**src/rtl/mha_pkg.sv**
```systemverilog
// Shared definitions for the multi-head-attention Q.K tile scheduler.
//   SEL_W_DEF : default tile-select width (Q/O and K/V line selects)
//   state_e   : scheduler FSM states
package mha_pkg;

  localparam int unsigned SEL_W_DEF = 6;

  typedef enum logic [1:0] {
    S_IDLE    = 2'd0,
    S_ISSUE   = 2'd1,
    S_WAIT    = 2'd2,
    S_HANDOFF = 2'd3
  } state_e;

endpackage : mha_pkg

```
**src/rtl/mha_qk_scheduler_if.sv**
```systemverilog
// Bundle of control, pipeline and downstream handshake signals of the scheduler.
//   master : scheduler side (drives o_*, samples i_*)
//   slave  : environment side (host, Q.K pipeline, result consumer)
interface mha_qk_scheduler_if #(
  parameter int unsigned SEL_W = mha_pkg::SEL_W_DEF
);

  // Host control
  logic             i_start;
  logic [SEL_W:0]   i_num_q;
  logic [SEL_W:0]   i_num_k;
  logic             o_busy;
  logic             o_done;
  logic             o_err;

  // Job issue to the Q.K pipeline
  logic             o_qk_ena;
  logic [SEL_W-1:0] o_sel_q_o;
  logic [SEL_W-1:0] o_sel_k_v;

  // Result return from the Q.K pipeline
  logic             i_qk_busy;
  logic             i_qk_vld;
  logic [SEL_W-1:0] i_qk_sel_q_o;
  logic [SEL_W-1:0] i_qk_sel_k_v;
  logic             o_qk_rdy;

  // Result hand-off to downstream
  logic             o_res_vld;
  logic             i_res_rdy;
  logic [SEL_W-1:0] o_res_q;
  logic [SEL_W-1:0] o_res_k;

  modport master (
    input  i_start, i_num_q, i_num_k,
    input  i_qk_busy, i_qk_vld, i_qk_sel_q_o, i_qk_sel_k_v,
    input  i_res_rdy,
    output o_busy, o_done, o_err,
    output o_qk_ena, o_sel_q_o, o_sel_k_v, o_qk_rdy,
    output o_res_vld, o_res_q, o_res_k
  );

  modport slave (
    output i_start, i_num_q, i_num_k,
    output i_qk_busy, i_qk_vld, i_qk_sel_q_o, i_qk_sel_k_v,
    output i_res_rdy,
    input  o_busy, o_done, o_err,
    input  o_qk_ena, o_sel_q_o, o_sel_k_v, o_qk_rdy,
    input  o_res_vld, o_res_q, o_res_k
  );

endinterface : mha_qk_scheduler_if

```
**src/rtl/mha_tile_idx_cnt.sv**
```systemverilog
// Q/K tile index counter pair: K is the inner loop, Q the outer loop.
//   i_clk, i_rst_n     : clock, async active-low reset
//   i_load             : latch tile counts and clear both indices
//   i_adv              : advance to the next (q,k) pair
//   i_num_q, i_num_k   : tile counts, sampled on i_load
//   o_q_idx, o_k_idx   : current pair (registered)
//   o_last_c           : current pair is (num_q-1, num_k-1)
module mha_tile_idx_cnt
  import mha_pkg::*;
#(
  parameter int unsigned SEL_W = SEL_W_DEF
) (
  input  logic             i_clk,
  input  logic             i_rst_n,
  input  logic             i_load,
  input  logic             i_adv,
  input  logic [SEL_W:0]   i_num_q,
  input  logic [SEL_W:0]   i_num_k,
  output logic [SEL_W-1:0] o_q_idx,
  output logic [SEL_W-1:0] o_k_idx,
  output logic             o_last_c
);

  localparam int unsigned CNT_W = SEL_W + 1;

  logic [CNT_W-1:0] r_num_q;
  logic [CNT_W-1:0] r_num_k;
  logic [SEL_W-1:0] r_q_idx;
  logic [SEL_W-1:0] r_k_idx;
  logic             w_k_wrap;
  logic             w_q_last;

  // Compare at count width so a count of 2**SEL_W still terminates correctly
  assign w_k_wrap = ({1'b0, r_k_idx} == (r_num_k - CNT_W'(1)));
  assign w_q_last = ({1'b0, r_q_idx} == (r_num_q - CNT_W'(1)));

  always_ff @(posedge i_clk or negedge i_rst_n) begin
    if (!i_rst_n) begin
      r_num_q <= '0;
      r_num_k <= '0;
      r_q_idx <= '0;
      r_k_idx <= '0;
    end else if (i_load) begin
      r_num_q <= i_num_q;
      r_num_k <= i_num_k;
      r_q_idx <= '0;
      r_k_idx <= '0;
    end else if (i_adv) begin
      if (w_k_wrap) begin
        r_k_idx <= '0;
        r_q_idx <= r_q_idx + SEL_W'(1);
      end else begin
        r_k_idx <= r_k_idx + SEL_W'(1);
      end
    end
  end

  assign o_q_idx  = r_q_idx;
  assign o_k_idx  = r_k_idx;
  assign o_last_c = w_k_wrap & w_q_last;

endmodule : mha_tile_idx_cnt

```
**src/rtl/mha_qk_scheduler.sv**
```systemverilog
// Sweeps all (q,k) tile pairs through a Q.K pipeline, one job in flight,
// and hands each result downstream before issuing the next job.
//   i_clk, i_rst_n : clock, async active-low reset
//   bus            : control / pipeline / downstream bundle (master side)
// o_qk_ena and o_qk_rdy are combinational: the issue pulse has to track the
// live pipeline status, and the result accept mirrors downstream ready.
module mha_qk_scheduler
  import mha_pkg::*;
#(
  parameter int unsigned SEL_W = SEL_W_DEF
) (
  input  logic               i_clk,
  input  logic               i_rst_n,
  mha_qk_scheduler_if.master bus
);

  state_e           r_state;
  state_e           w_state_nxt;
  logic             r_first_job, w_first_nxt;
  logic             r_busy,      w_busy_nxt;
  logic             r_done,      w_done_nxt;
  logic             r_err,       w_err_nxt;
  logic             r_res_vld,   w_res_vld_nxt;
  logic [SEL_W-1:0] r_res_q,     w_res_q_nxt;
  logic [SEL_W-1:0] r_res_k,     w_res_k_nxt;

  logic             w_qk_ena;
  logic             w_qk_rdy;
  logic             w_load;
  logic             w_adv;
  logic             w_zero;
  logic             w_last;
  logic [SEL_W-1:0] w_q_idx;
  logic [SEL_W-1:0] w_k_idx;

  mha_tile_idx_cnt #(
    .SEL_W (SEL_W)
  ) u_idx (
    .i_clk    (i_clk),
    .i_rst_n  (i_rst_n),
    .i_load   (w_load),
    .i_adv    (w_adv),
    .i_num_q  (bus.i_num_q),
    .i_num_k  (bus.i_num_k),
    .o_q_idx  (w_q_idx),
    .o_k_idx  (w_k_idx),
    .o_last_c (w_last)
  );

  assign w_zero = (bus.i_num_q == '0) || (bus.i_num_k == '0);

  // State and registered outputs
  always_ff @(posedge i_clk or negedge i_rst_n) begin
    if (!i_rst_n) begin
      r_state     <= S_IDLE;
      r_first_job <= 1'b0;
      r_busy      <= 1'b0;
      r_done      <= 1'b0;
      r_err       <= 1'b0;
      r_res_vld   <= 1'b0;
      r_res_q     <= '0;
      r_res_k     <= '0;
    end else begin
      r_state     <= w_state_nxt;
      r_first_job <= w_first_nxt;
      r_busy      <= w_busy_nxt;
      r_done      <= w_done_nxt;
      r_err       <= w_err_nxt;
      r_res_vld   <= w_res_vld_nxt;
      r_res_q     <= w_res_q_nxt;
      r_res_k     <= w_res_k_nxt;
    end
  end

  // Next-state and output decode
  always_comb begin
    w_state_nxt   = r_state;
    w_first_nxt   = r_first_job;
    w_busy_nxt    = r_busy;
    w_done_nxt    = 1'b0;
    w_err_nxt     = r_err;
    w_res_vld_nxt = r_res_vld;
    w_res_q_nxt   = r_res_q;
    w_res_k_nxt   = r_res_k;
    w_qk_ena      = 1'b0;
    w_qk_rdy      = 1'b0;
    w_load        = 1'b0;
    w_adv         = 1'b0;

    unique case (r_state)
      S_IDLE: begin
        // An empty sweep still shows one busy cycle, coincident with done
        w_busy_nxt = 1'b0;
        if (bus.i_start) begin
          w_load      = 1'b1;
          w_err_nxt   = 1'b0;
          w_first_nxt = 1'b1;
          w_busy_nxt  = 1'b1;
          if (w_zero) begin
            w_done_nxt = 1'b1;
          end else begin
            w_state_nxt = S_ISSUE;
          end
        end
      end

      S_ISSUE: begin
        // Pipeline reports busy/valid out of reset, so the first job skips the check
        if (r_first_job || (!bus.i_qk_busy && !bus.i_qk_vld)) begin
          w_qk_ena    = 1'b1;
          w_first_nxt = 1'b0;
          w_state_nxt = S_WAIT;
        end
      end

      S_WAIT: begin
        if (bus.i_qk_vld && !bus.i_qk_busy) begin
          w_res_vld_nxt = 1'b1;
          w_res_q_nxt   = w_q_idx;
          w_res_k_nxt   = w_k_idx;
          w_err_nxt     = r_err
                        | (bus.i_qk_sel_q_o != w_q_idx)
                        | (bus.i_qk_sel_k_v != w_k_idx);
          w_state_nxt   = S_HANDOFF;
        end
      end

      S_HANDOFF: begin
        w_qk_rdy = bus.i_res_rdy;
        if (r_res_vld && bus.i_res_rdy) begin
          w_res_vld_nxt = 1'b0;
          w_adv         = 1'b1;
          if (w_last) begin
            w_done_nxt  = 1'b1;
            w_busy_nxt  = 1'b0;
            w_state_nxt = S_IDLE;
          end else begin
            w_state_nxt = S_ISSUE;
          end
        end
      end

      default: w_state_nxt = S_IDLE;
    endcase
  end

  // Selects come straight from the index registers; indices only move after
  // a result is accepted, which is always between two issues.
  assign bus.o_busy    = r_busy;
  assign bus.o_done    = r_done;
  assign bus.o_err     = r_err;
  assign bus.o_qk_ena  = w_qk_ena;
  assign bus.o_sel_q_o = w_q_idx;
  assign bus.o_sel_k_v = w_k_idx;
  assign bus.o_qk_rdy  = w_qk_rdy;
  assign bus.o_res_vld = r_res_vld;
  assign bus.o_res_q   = r_res_q;
  assign bus.o_res_k   = r_res_k;

endmodule : mha_qk_scheduler

```
**src/flat_wrapper.sv**
```systemverilog
// flat-port wrapper written by rule: the top's interface ports become plain ports
module mha_qk_scheduler_flat import mha_pkg::*;
#(
  parameter int unsigned SEL_W = SEL_W_DEF
)
  (i_clk, i_rst_n, bus_i_start, bus_i_num_q, bus_i_num_k, bus_i_qk_busy, bus_i_qk_vld, bus_i_qk_sel_q_o, bus_i_qk_sel_k_v, bus_i_res_rdy, bus_o_busy, bus_o_done, bus_o_err, bus_o_qk_ena, bus_o_sel_q_o, bus_o_sel_k_v, bus_o_qk_rdy, bus_o_res_vld, bus_o_res_q, bus_o_res_k);
  mha_qk_scheduler_if #(.SEL_W(SEL_W)) bus_i ();
  input  logic i_clk;
  input  logic i_rst_n;
  input wire logic [$bits(bus_i.i_start)-1:0] bus_i_start;
  input wire logic [$bits(bus_i.i_num_q)-1:0] bus_i_num_q;
  input wire logic [$bits(bus_i.i_num_k)-1:0] bus_i_num_k;
  input wire logic [$bits(bus_i.i_qk_busy)-1:0] bus_i_qk_busy;
  input wire logic [$bits(bus_i.i_qk_vld)-1:0] bus_i_qk_vld;
  input wire logic [$bits(bus_i.i_qk_sel_q_o)-1:0] bus_i_qk_sel_q_o;
  input wire logic [$bits(bus_i.i_qk_sel_k_v)-1:0] bus_i_qk_sel_k_v;
  input wire logic [$bits(bus_i.i_res_rdy)-1:0] bus_i_res_rdy;
  output wire logic [$bits(bus_i.o_busy)-1:0] bus_o_busy;
  output wire logic [$bits(bus_i.o_done)-1:0] bus_o_done;
  output wire logic [$bits(bus_i.o_err)-1:0] bus_o_err;
  output wire logic [$bits(bus_i.o_qk_ena)-1:0] bus_o_qk_ena;
  output wire logic [$bits(bus_i.o_sel_q_o)-1:0] bus_o_sel_q_o;
  output wire logic [$bits(bus_i.o_sel_k_v)-1:0] bus_o_sel_k_v;
  output wire logic [$bits(bus_i.o_qk_rdy)-1:0] bus_o_qk_rdy;
  output wire logic [$bits(bus_i.o_res_vld)-1:0] bus_o_res_vld;
  output wire logic [$bits(bus_i.o_res_q)-1:0] bus_o_res_q;
  output wire logic [$bits(bus_i.o_res_k)-1:0] bus_o_res_k;
  assign bus_i.i_start = bus_i_start;
  assign bus_i.i_num_q = bus_i_num_q;
  assign bus_i.i_num_k = bus_i_num_k;
  assign bus_i.i_qk_busy = bus_i_qk_busy;
  assign bus_i.i_qk_vld = bus_i_qk_vld;
  assign bus_i.i_qk_sel_q_o = bus_i_qk_sel_q_o;
  assign bus_i.i_qk_sel_k_v = bus_i_qk_sel_k_v;
  assign bus_i.i_res_rdy = bus_i_res_rdy;
  assign bus_o_busy = bus_i.o_busy;
  assign bus_o_done = bus_i.o_done;
  assign bus_o_err = bus_i.o_err;
  assign bus_o_qk_ena = bus_i.o_qk_ena;
  assign bus_o_sel_q_o = bus_i.o_sel_q_o;
  assign bus_o_sel_k_v = bus_i.o_sel_k_v;
  assign bus_o_qk_rdy = bus_i.o_qk_rdy;
  assign bus_o_res_vld = bus_i.o_res_vld;
  assign bus_o_res_q = bus_i.o_res_q;
  assign bus_o_res_k = bus_i.o_res_k;
  mha_qk_scheduler #(.SEL_W(SEL_W)) u_core (.i_clk(i_clk), .i_rst_n(i_rst_n), .bus(bus_i));
endmodule
```
**config.mk**
```make
export PLATFORM = sky130hd
export DESIGN_NAME = mha_qk_scheduler_flat
export DESIGN_NICKNAME = d
export VERILOG_FILES = /design/src/rtl/mha_pkg.sv /design/src/rtl/mha_qk_scheduler_if.sv /design/src/rtl/mha_tile_idx_cnt.sv /design/src/rtl/mha_qk_scheduler.sv /design/src/flat_wrapper.sv
export SDC_FILE = /design/constraint.sdc
export NUM_CORES = 1
export LEC_CHECK = 0
export CORE_MARGIN = 2
export CORE_UTILIZATION = 45
export DETAILED_ROUTE_END_ITERATION = 8
export PLACE_DENSITY = 0.8
export SLEW_MARGIN = 20
export SYNTH_ARGS = -nofsm -noshare
export SYNTH_HDL_FRONTEND = slang
export SYNTH_HIERARCHICAL = 1
export SYNTH_SLANG_ARGS = --single-unit
```
**constraint.sdc**
```tcl
create_clock -name i_clk -period 2.9 [get_ports i_clk]
set_input_delay 0.435 -clock i_clk [delete_from_list [all_inputs] [get_ports i_clk]]
set_output_delay 0.435 -clock i_clk [all_outputs]
set_load 0.02 [all_outputs]
```
# Yosys cells after proc, flatten, opt, wreduce, memory -nomap -nowiden
# Index checks and enable logic that the tools add are counted.
# W data, S select, Z words.
[classes]
add_sub_neg = 4
eq_ne = 13
muxes = 37
bitwise = 3
n_reduce_logical = 23
[op_table]
columns = ["operator", "count"]
rows = [
  ["$mux W6", 6],
  ["$mux W1", 20],
  ["$eq A6 B7 Y1", 2],
  ["$logic_not A7 Y1", 2],
  ["$sub A7 B1 Y7 const B", 2],
  ["$add A6 B1 Y6 const B", 2],
  ["$ne A6 B6 Y1", 2],
  ["$reduce_and A3 Y1", 4],
  ["$reduce_bool A2 Y1", 6],
  ["$mux W2", 5],
  ["$pmux W1 S2", 5],
  ["$pmux W2 S4", 1],
  ["$ne A2 B1 Y1 const B", 3],
  ["$ne A2 B2 Y1 const B", 3],
  ["$reduce_and A5 Y1", 1],
  ["$eq A2 B2 Y1 const B", 2],
  ["$reduce_and A2 Y1", 2],
  ["$logic_and A1 B1 Y1", 3],
  ["$eq A2 B1 Y1 const B", 1],
  ["$logic_not A1 Y1", 2],
  ["$logic_not A2 Y1", 1],
  ["$logic_or A1 B1 Y1", 2],
  ["$or A1 B1 Y1", 2],
  ["$and A1 B1 Y1", 1],
]
[word_totals]
reg_bits = 45
inputBits = 32
out_inout_bits = 30

# Logic depth before layout (Yosys ltp)
# Gate-level depths: netlist of run 1.
[depth]
word_depth = 6
mapped_depth = 10

# Hierarchy
# The synthesis of run 1 kept the hierarchy.
[modules_own_cells]
columns = ["mod", "n_inst", "cells_per_inst", "area_per_inst_um2"]
rows = [
  ["mha_tile_idx_cnt", 1, 156, 1555.2],
  ["mha_qk_scheduler", 1, 102, 1114.8],
]

# Least setup slack after synthesis of run 1
# Ideal clock, no wire load.
[synth_timing]
path_type = "register to register"
startpoint = "register u_core.u_idx.r_num_k[0]"
endpoint = "register u_core.r_state[0]"
setup_time_ns = 0.132
arrival_ns = 2.335
required_ns = 2.768
setup_slack_ns = 0.433
path_stages_with_launch = 11
synth_period_minus_slack_ns = 2.467
path_cell_list = "dfrtp_1 > inv_1 > ha_1 > xor2_1 > nand2_1 > a2111oi_4 > o211ai_1 > a2111oi_0 > nor2b_1 > nor3_1 > a2bb2oi_1"
[synth_via]
elab_chain_cells = 6
[synth_lines]
columns = ["item", "line", "source"]
rows = [
  ["start: declaration", "mha_tile_idx_cnt.sv:27", "logic [CNT_W-1:0] r_num_k;"],
  ["start signal: assignment", "mha_tile_idx_cnt.sv:45", "r_num_k <= i_num_k;"],
  ["$sub A7 B1 Y7", "mha_tile_idx_cnt.sv:34", "assign w_k_wrap = ({1'b0, r_k_idx} == (r_num_k - CNT_W'(1)));"],
  ["$eq A6 B7 Y1", "mha_tile_idx_cnt.sv:34", ""],
  ["$and A1 B1 Y1", "mha_tile_idx_cnt.sv:60", "assign o_last_c = w_k_wrap & w_q_last;"],
  ["net u_core.w_last", "mha_qk_scheduler.sv:32", "logic w_last;"],
  ["$mux W1", "mha_qk_scheduler.sv:133", "if (w_last) begin"],
  ["$mux W2", "mha_qk_scheduler.sv:130", "if (r_res_vld && bus.i_res_rdy) begin"],
  ["$pmux W2 S4", "mha_qk_scheduler.sv:90", "unique case (r_state)"],
  ["end signal: assignment", "mha_qk_scheduler.sv:64", "r_state <= w_state_nxt;"],
  ["end: declaration", "mha_qk_scheduler.sv:17", "state_e r_state;"],
]
# The timed path passes the listed nets, and every way through them passes these cells. The select of a mux whose other input is x is not followed.
# A chain may end at the register's enable or synchronous reset.

# Worst setup path in the final report of run 1
# Ends and elaborated chain as after synthesis.

==> results of run 1 <==
report_power, final:
part	switching [mW]	internal [mW]	total, mW
logic	0.776	0.780	1.56
clock network	0.198	0.171	0.369
registers	0.276	0.832	1.11
state kept, by name (all words and copies together) (netlist names):
signal / flops
u_core/u_idx/o_q_idx: 6
u_core/r_first_job: 1
u_core/bus.o_res_k: 6
u_core/bus.o_res_q: 6
u_core/bus.o_busy: 1
u_core/u_idx/o_k_idx: 6
u_core/bus.o_res_vld: 1
u_core/r_state: 2
u_core/bus.o_err: 1
u_core/u_idx/r_num_q: 7
u_core/u_idx/r_num_k: 7
u_core/bus.o_done: 1
repair_timing:
action	CTS	global route
resized for setup	0	2
setup buffers	0	0
hold buffers	0	0
endpoints found under the setup margin	0	3
cell usage after synthesis, types with 5 or more instances:
cell type / number / area share
nor2b_1: 5 / 0.012
nor2_1: 13 / 0.018
mux2_2: 21 / 0.089
xor2_1: 20 / 0.066
nor3_1: 8 / 0.015
inv_1: 11 / 0.015
ha_1: 9 / 0.042
xnor2_1: 8 / 0.026
a21oi_1: 12 / 0.022
or3_1: 5 / 0.012
nand2_1: 25 / 0.035
clkbuf_1: 5 / 0.0070
nand3_1: 6 / 0.011
o21ai_0: 15 / 0.028
dfrtp_1: 45 / 0.42
cells by family after synthesis:
| kind of cell | count (synthesis) | synth area share |
|---|---|---|
| AND/OR/NAND/NOR | 83 | 0.163 |
| AO/OA/AOI/OAI | 50 | 0.142 |
| flip-flops | 45 | 0.422 |
| XOR/XNOR | 29 | 0.100 |
| multiplexers | 26 | 0.109 |
| buffers and inverters | 16 | 0.0225 |
| adder cells (fa/ha/maj) | 9 | 0.0422 |
cell type report:
type,instances,share of cell area
inverter,11,0.0119
multi-input combinational,197,0.429
tap,75,0.0270
sequential,45,0.324
timing repair buffer,66,0.186
clock buffer,8,0.0230
metal layers:
metal  share of wire  track usage  vias to the layer above
met5               0            0                        -
met4           0.015       0.0712                        0
met3           0.048       0.0389                        9
met2            0.50        0.335                       63
met1            0.44        0.262                     1069
li1                -            -                     1058
metrics by stage:
stage	instance area, µm²	hold WS, ns	utilization
final	3480	0.130	0.598
after CTS	3470	0.350	0.596
after global routing	3480	0.182	0.598
after global placement	3390	0.488	0.583
after detailed placement	3390	0.493	0.583
after floorplan	2670	0.139	-
placed cells by master, fill, tap and decap left out, types with 4 or more instances in the layout:
cell | Yosys | layout
nand3_1 | 6 | 6
nor2b_1 | 5 | 5
a21oi_1 | 12 | 12
or3_1 | 5 | 5
xor2_1 | 20 | 20
buf_4 | 0 | 6
mux2i_1 | 4 | 4
nor3_1 | 8 | 8
mux2_2 | 21 | 21
inv_1 | 11 | 11
nor2_1 | 13 | 13
o21ai_0 | 15 | 15
ha_1 | 9 | 9
xnor2_1 | 8 | 8
clkbuf_8 | 0 | 5
nand2_1 | 25 | 25
clkdlybuf4s50_1 | 0 | 60
dfrtp_1 | 45 | 45
how the worst max path moves through the flow:
stage	endpoint	slack, ns	from
final	u_core/r_state[0]	0.32	u_core/u_idx/r_num_k[0]
after global routing	u_core/r_state[0]	0.18	u_core/u_idx/r_num_k[0]
after CTS	u_core/bus.o_busy	0.04	u_core/u_idx/r_num_k[0]
after detailed placement	u_core/bus.o_busy	0.07	u_core/u_idx/r_num_k[0]
after global placement	u_core/bus.o_busy	0.31	u_core/u_idx/r_num_k[0]
after floorplan	u_core/r_state[0]	0.43	u_core/u_idx/r_num_k[0]
==> results.tsv, run 1 <==
stage	metric	value	unit
grt	grt_pass1_vias	2145	
yosys	mappedNetlistArea	2670	µm²
clock_network	cts_buffer_depth	2	
yosys	ys_seq_elements	45	
yosys	syn_avg_cell_area	10.3	µm²
sta	finClkSkew	0.00427	ns
placed_design	post-place-ws	0.0721	ns
grt	grt.total_usage	0.201	
cells_and_area	antennaDiodeCount	0	
pwr	ir_worst_vdd	0.418	mV
yosys	yosys_warnings	6	
grt	antenna_found_initial	0	
floorplanning	fp.coreArea	5820	µm²
yosys	ys_types	46	
drt	first_pass_iters	4	
critical_path	end_kind	flip-flop	
run_status	status	finished clean	
pwr	p_per_area	872	nW/µm²
drt	drt-total-wl	6.30	mm
yosys	synth_flop_cell	dfrtp_1	
floorplanning	die_w	81.0	µm
critical_path	start_kind	flip-flop	
drt	num_vias	2199	
critical_path	reg2reg_from	u_core/u_idx/r_num_k[0]	
clock_network	cts_root_buffer	clkbuf_8	
floorplanning	rows	28	
sta	slew_violations	0	
sta	rsz0062_at_grt	false	
placed_design	dp_hpwl	4.76	mm
critical_path	crit_required	3.07	ns
clock_network	cts_max_level	2	
critical_path	cp_num_cells	10	
cells_and_area	drive_gt1_frac	0.128	
sta	tns	0	ns
sta	fin_crit	2.58	ns
placed_design	dp_cells	394	
yosys	syn_nets	299	
grt	grt_max_degree	46	
drt	drt-vias-per-instance	5.47	
drt	first_iter_violations	173	
floorplanning	die_height	81.0	µm
critical_path	critical_path.max_stage_delay	0.45	ns
sta	period_share	0.890	
pwr	p_leak	1.49	nW
min_path	worstHoldPathType	input port to asynchronous set/reset pin	
floorplanning	dieArea	6570	µm²
yosys	syn-instance-count	258	
critical_path	reg2reg_depth	10	
critical_path	crit_path_max_fanout	6	
drt	wl_per_cell	15.7	µm
floorplanning	start_util	0.459	
critical_path	slowest_stage	dfrtp_1	
sta	finalSetupViolCount	0	
cells_and_area	final_cells	402	
critical_path	r2r_slack	0.32	ns
sta	layout_setup_ws	0.320	ns
cells_and_area	nFillCells	521	
grt	grt_first_pass_wirelength	10.1	mm
critical_path	critPathKind	flip-flop to flip-flop	
yosys	yosysSeqAreaShare	0.422	
yosys	synth_edf_count	0	
cells_and_area	area_growth	30.2	%
critical_path	timing.rr.end	u_core/r_state[0]	
sta	fmax	388	MHz
drt	ant_nets	0	
floorplanning	ios	62	
cells_and_area	multiInputGateArea	1490	µm²
clock_network	cts_sinks	45	
clock_network	clk_latency	0.29	ns
cells_and_area	layout.nets	367	
flow_run	cap_viol_max_count	0	
placed_design	io_buffers	61	
sta	relSlewSlack	0.601	
yosys	async_reset_ff_frac	1.00	
critical_path	cp_cell_sequence	inv_1 > ha_1 > xnor3_1 > a32oi_1 > a2111oi_4 > o211ai_1 > a2111oi_2 > nor2b_1 > nor3_1 > a2bb2oi_1	
critical_path	cp_num_buf_inv	1	
critical_path	crit_arrival	2.75	ns
grt	overflow	0	
sta	hold_violations	0	
pwr	p_total	3.03	mW
clock_network	cts_tree	done	
placed_design	gp_congestion	0.963	
drt	drc	0	
cells_and_area	regArea	1130	µm²
sta	tightest_slew	0.597	ns
clock_network	cts_made_buffers	5	
critical_path	cp_top_family	compound AO/OA/AOI/OAI gates	
clock_network	path_clk_slew	0.08	ns
No activity file was read; power rests on OpenSTA's default activity.
==> inputs of run 2 (changes only) <==
--- a/config.mk
+++ b/config.mk
@@ -5,10 +5,12 @@
 export SDC_FILE = /design/constraint.sdc
 export NUM_CORES = 1
 export LEC_CHECK = 0
+export ABC_CLOCK_PERIOD_IN_PS = 2900
 export CORE_MARGIN = 2
 export CORE_UTILIZATION = 45
 export DETAILED_ROUTE_END_ITERATION = 8
 export PLACE_DENSITY = 0.8
+export REMOVE_ABC_BUFFERS = 1
 export SLEW_MARGIN = 20
 export SYNTH_ARGS = -nofsm -noshare
 export SYNTH_HDL_FRONTEND = slang
==> results.tsv, run 2 (same netlist as run 1, synthesis figures left out) <==
stage	metric	value	unit
run_status	status	finished clean	
critical_path	slowest_stage	a2111oi_1	
clock_network	cts_root_buffer	clkbuf_8	
clock_network	cts_max_level	2	
drt	first_pass_iters	4	
floorplanning	start_util	0.459	
drt	drt-total-wl	6.34	mm
sta	slew_violations	0	
cells_and_area	mostFrequentLayoutCells	clkdlybuf4s50_1, dfrtp_1, nand2_1	
grt	grt.total_usage	0.203	
drt	first_iter_violations	180	
drt	num_vias	2230	
cells_and_area	antennaDiodeCount	0	
floorplanning	ios	62	
placed_design	io_buffers	61	
critical_path	crit_required	3.07	ns
clock_network	cts_sinks	45	
critical_path	end_kind	flip-flop	
pwr	p_per_area	903	nW/µm²
sta	fin_crit	2.75	ns
floorplanning	dieArea	6570	µm²
cells_and_area	layout.nets	366	
sta	tns	0	ns
floorplanning	fp.coreArea	5820	µm²
sta	finClkSkew	0.00623	ns
drt	drt-vias-per-instance	5.56	
grt	grt_max_degree	46	
pwr	p_leak	1.51	nW
floorplanning	die_w	81.0	µm
pwr	ir_worst_vdd	0.445	mV
grt	grt_pass1_vias	2093	
clock_network	cts_setup_buffers	0	
critical_path	start_kind	flip-flop	
sta	hold_violations	0	
clock_network	cts_tree	done	
flow_run	cap_viol_max_count	0	
clock_network	cts_made_buffers	5	
sta	relSlewSlack	0.615	
drt	wl_per_cell	15.8	µm
cells_and_area	top_regs	u_core/u_idx/r_num_k: 7 flops, u_core/u_idx/r_num_q: 7 flops	
sta	tightest_slew	0.576	ns
cells_and_area	final_common_cell	clkdlybuf4s50_1	
clock_network	clk_latency	0.29	ns
placed_design	dp_hpwl	4.67	mm
critical_path	crit_arrival	2.92	ns
critical_path	cp_cell_sequence	inv_1 > ha_1 > xor2_1 > nand2_1 > a2111oi_4 > o211ai_1 > a2111oi_1 > nor2b_1 > nor3_1 > a2bb2oi_1	
critical_path	critPathKind	flip-flop to flip-flop	
sta	rsz0062_at_grt	false	
min_path	worstHoldPathType	input port to asynchronous set/reset pin	
drt	wl_met1	2.75	mm
critical_path	crit_path_max_fanout	6	
clock_network	cts_buffer_depth	2	
drt	wl_met3	415	µm
critical_path	critical_path.max_stage_delay	0.50	ns
sta	finalSetupViolCount	0	
drt	met2_length	3.10	mm
grt	antenna_found_initial	0	
clock_network	path_clk_slew	0.09	ns
cells_and_area	fin_util	0.603	
sta	period_share	0.947	
sta	fmax	364	MHz
floorplanning	rows	28	
placed_design	gp_congestion	0.906	
pwr	p_total	3.17	mW
grt	overflow	0	
sta	layout_setup_ws	0.153	ns
drt	top_layer	met4	
drt	drc	0	
cells_and_area	area_growth	31.3	%
placed_design	post-place-ws	0.147	ns
grt	grt_first_pass_wirelength	10.1	mm
cells_and_area	drive_gt1_frac	0.132	
drt	ant_nets	0	
floorplanning	die_height	81.0	µm
## run 2: path summary, 6_finish.rpt
check	start	to	slack (ns)	cells after the start
min in group i_clk	u_core/bus.o_res_k[4]	u_core/bus.o_res_k[4]	0.51	1
worst min register to register	u_core/bus.o_res_k[4]	u_core/bus.o_res_k[4]	0.51	1
worst max register to register	u_core/u_idx/r_num_k[0]	u_core/r_state[0]	0.15	10
worst max-delay path	u_core/u_idx/r_num_k[0]	u_core/r_state[0]	0.15	10
max in group asynchronous	i_rst_n	u_core/bus.o_err	2.39	1
worst min-delay path	i_rst_n	u_core/bus.o_res_k[0]	0.13	1
## run 2: power breakdown
part	switching (mW)	internal (mW)	leakage, nW
Clock	0.218	0.280	0.0574
Combinational	0.772	0.770	0.881
Sequential	0.294	0.831	0.570
## run 2: layout make-up
cell class / instances / area [µm²]
clock inverters: 2 / 37.5
repair buffers: 65 / 638
clock buffers: 6 / 82.6
inverters: 11 / 41.3
well taps: 75 / 93.8
fillers: 521 / 2310
multi-input cells: 197 / 1490
flip-flops and latches: 45 / 1130
## run 2: stage by stage
stage / area, µm² / std cells / hold WS (ns)
3_3_place_gp: 3380 / 393 / 0.487
5_1_grt: 3500 / 401 / 0.172
4_1_cts: 3500 / 401 / 0.338
3_5_place_dp: 3380 / 393 / 0.494
6_report: 3500 / 401 / 0.131
2_1_floorplan: 2650 / 253 / 0.139
## run 2: timing repair
| item | in CTS | in global routing |
|---|---|---|
| setup endpoints to repair | 0 | 3 |
| gates resized for setup | 0 | 1 |
| hold buffers | 0 | 0 |
## run 2: layer usage
metal	vias up	global-route usage
met3	10	0.0411
met5	-	0
met4	0	0.0576
li1	1057	-
met1	1071	0.261
met2	92	0.346
## run 2: worst max-delay path, delay by kind of cell, from the launching register on
| family | cells | cell delay [ns] |
|---|---|---|
| flops | 1 | 0.45 |
| compound gates | 4 | 1.24 |
| xor+xnor | 1 | 0.16 |
| buf+inv | 1 | 0.09 |
| simple gates | 3 | 0.38 |
| fa+ha+maj | 1 | 0.31 |
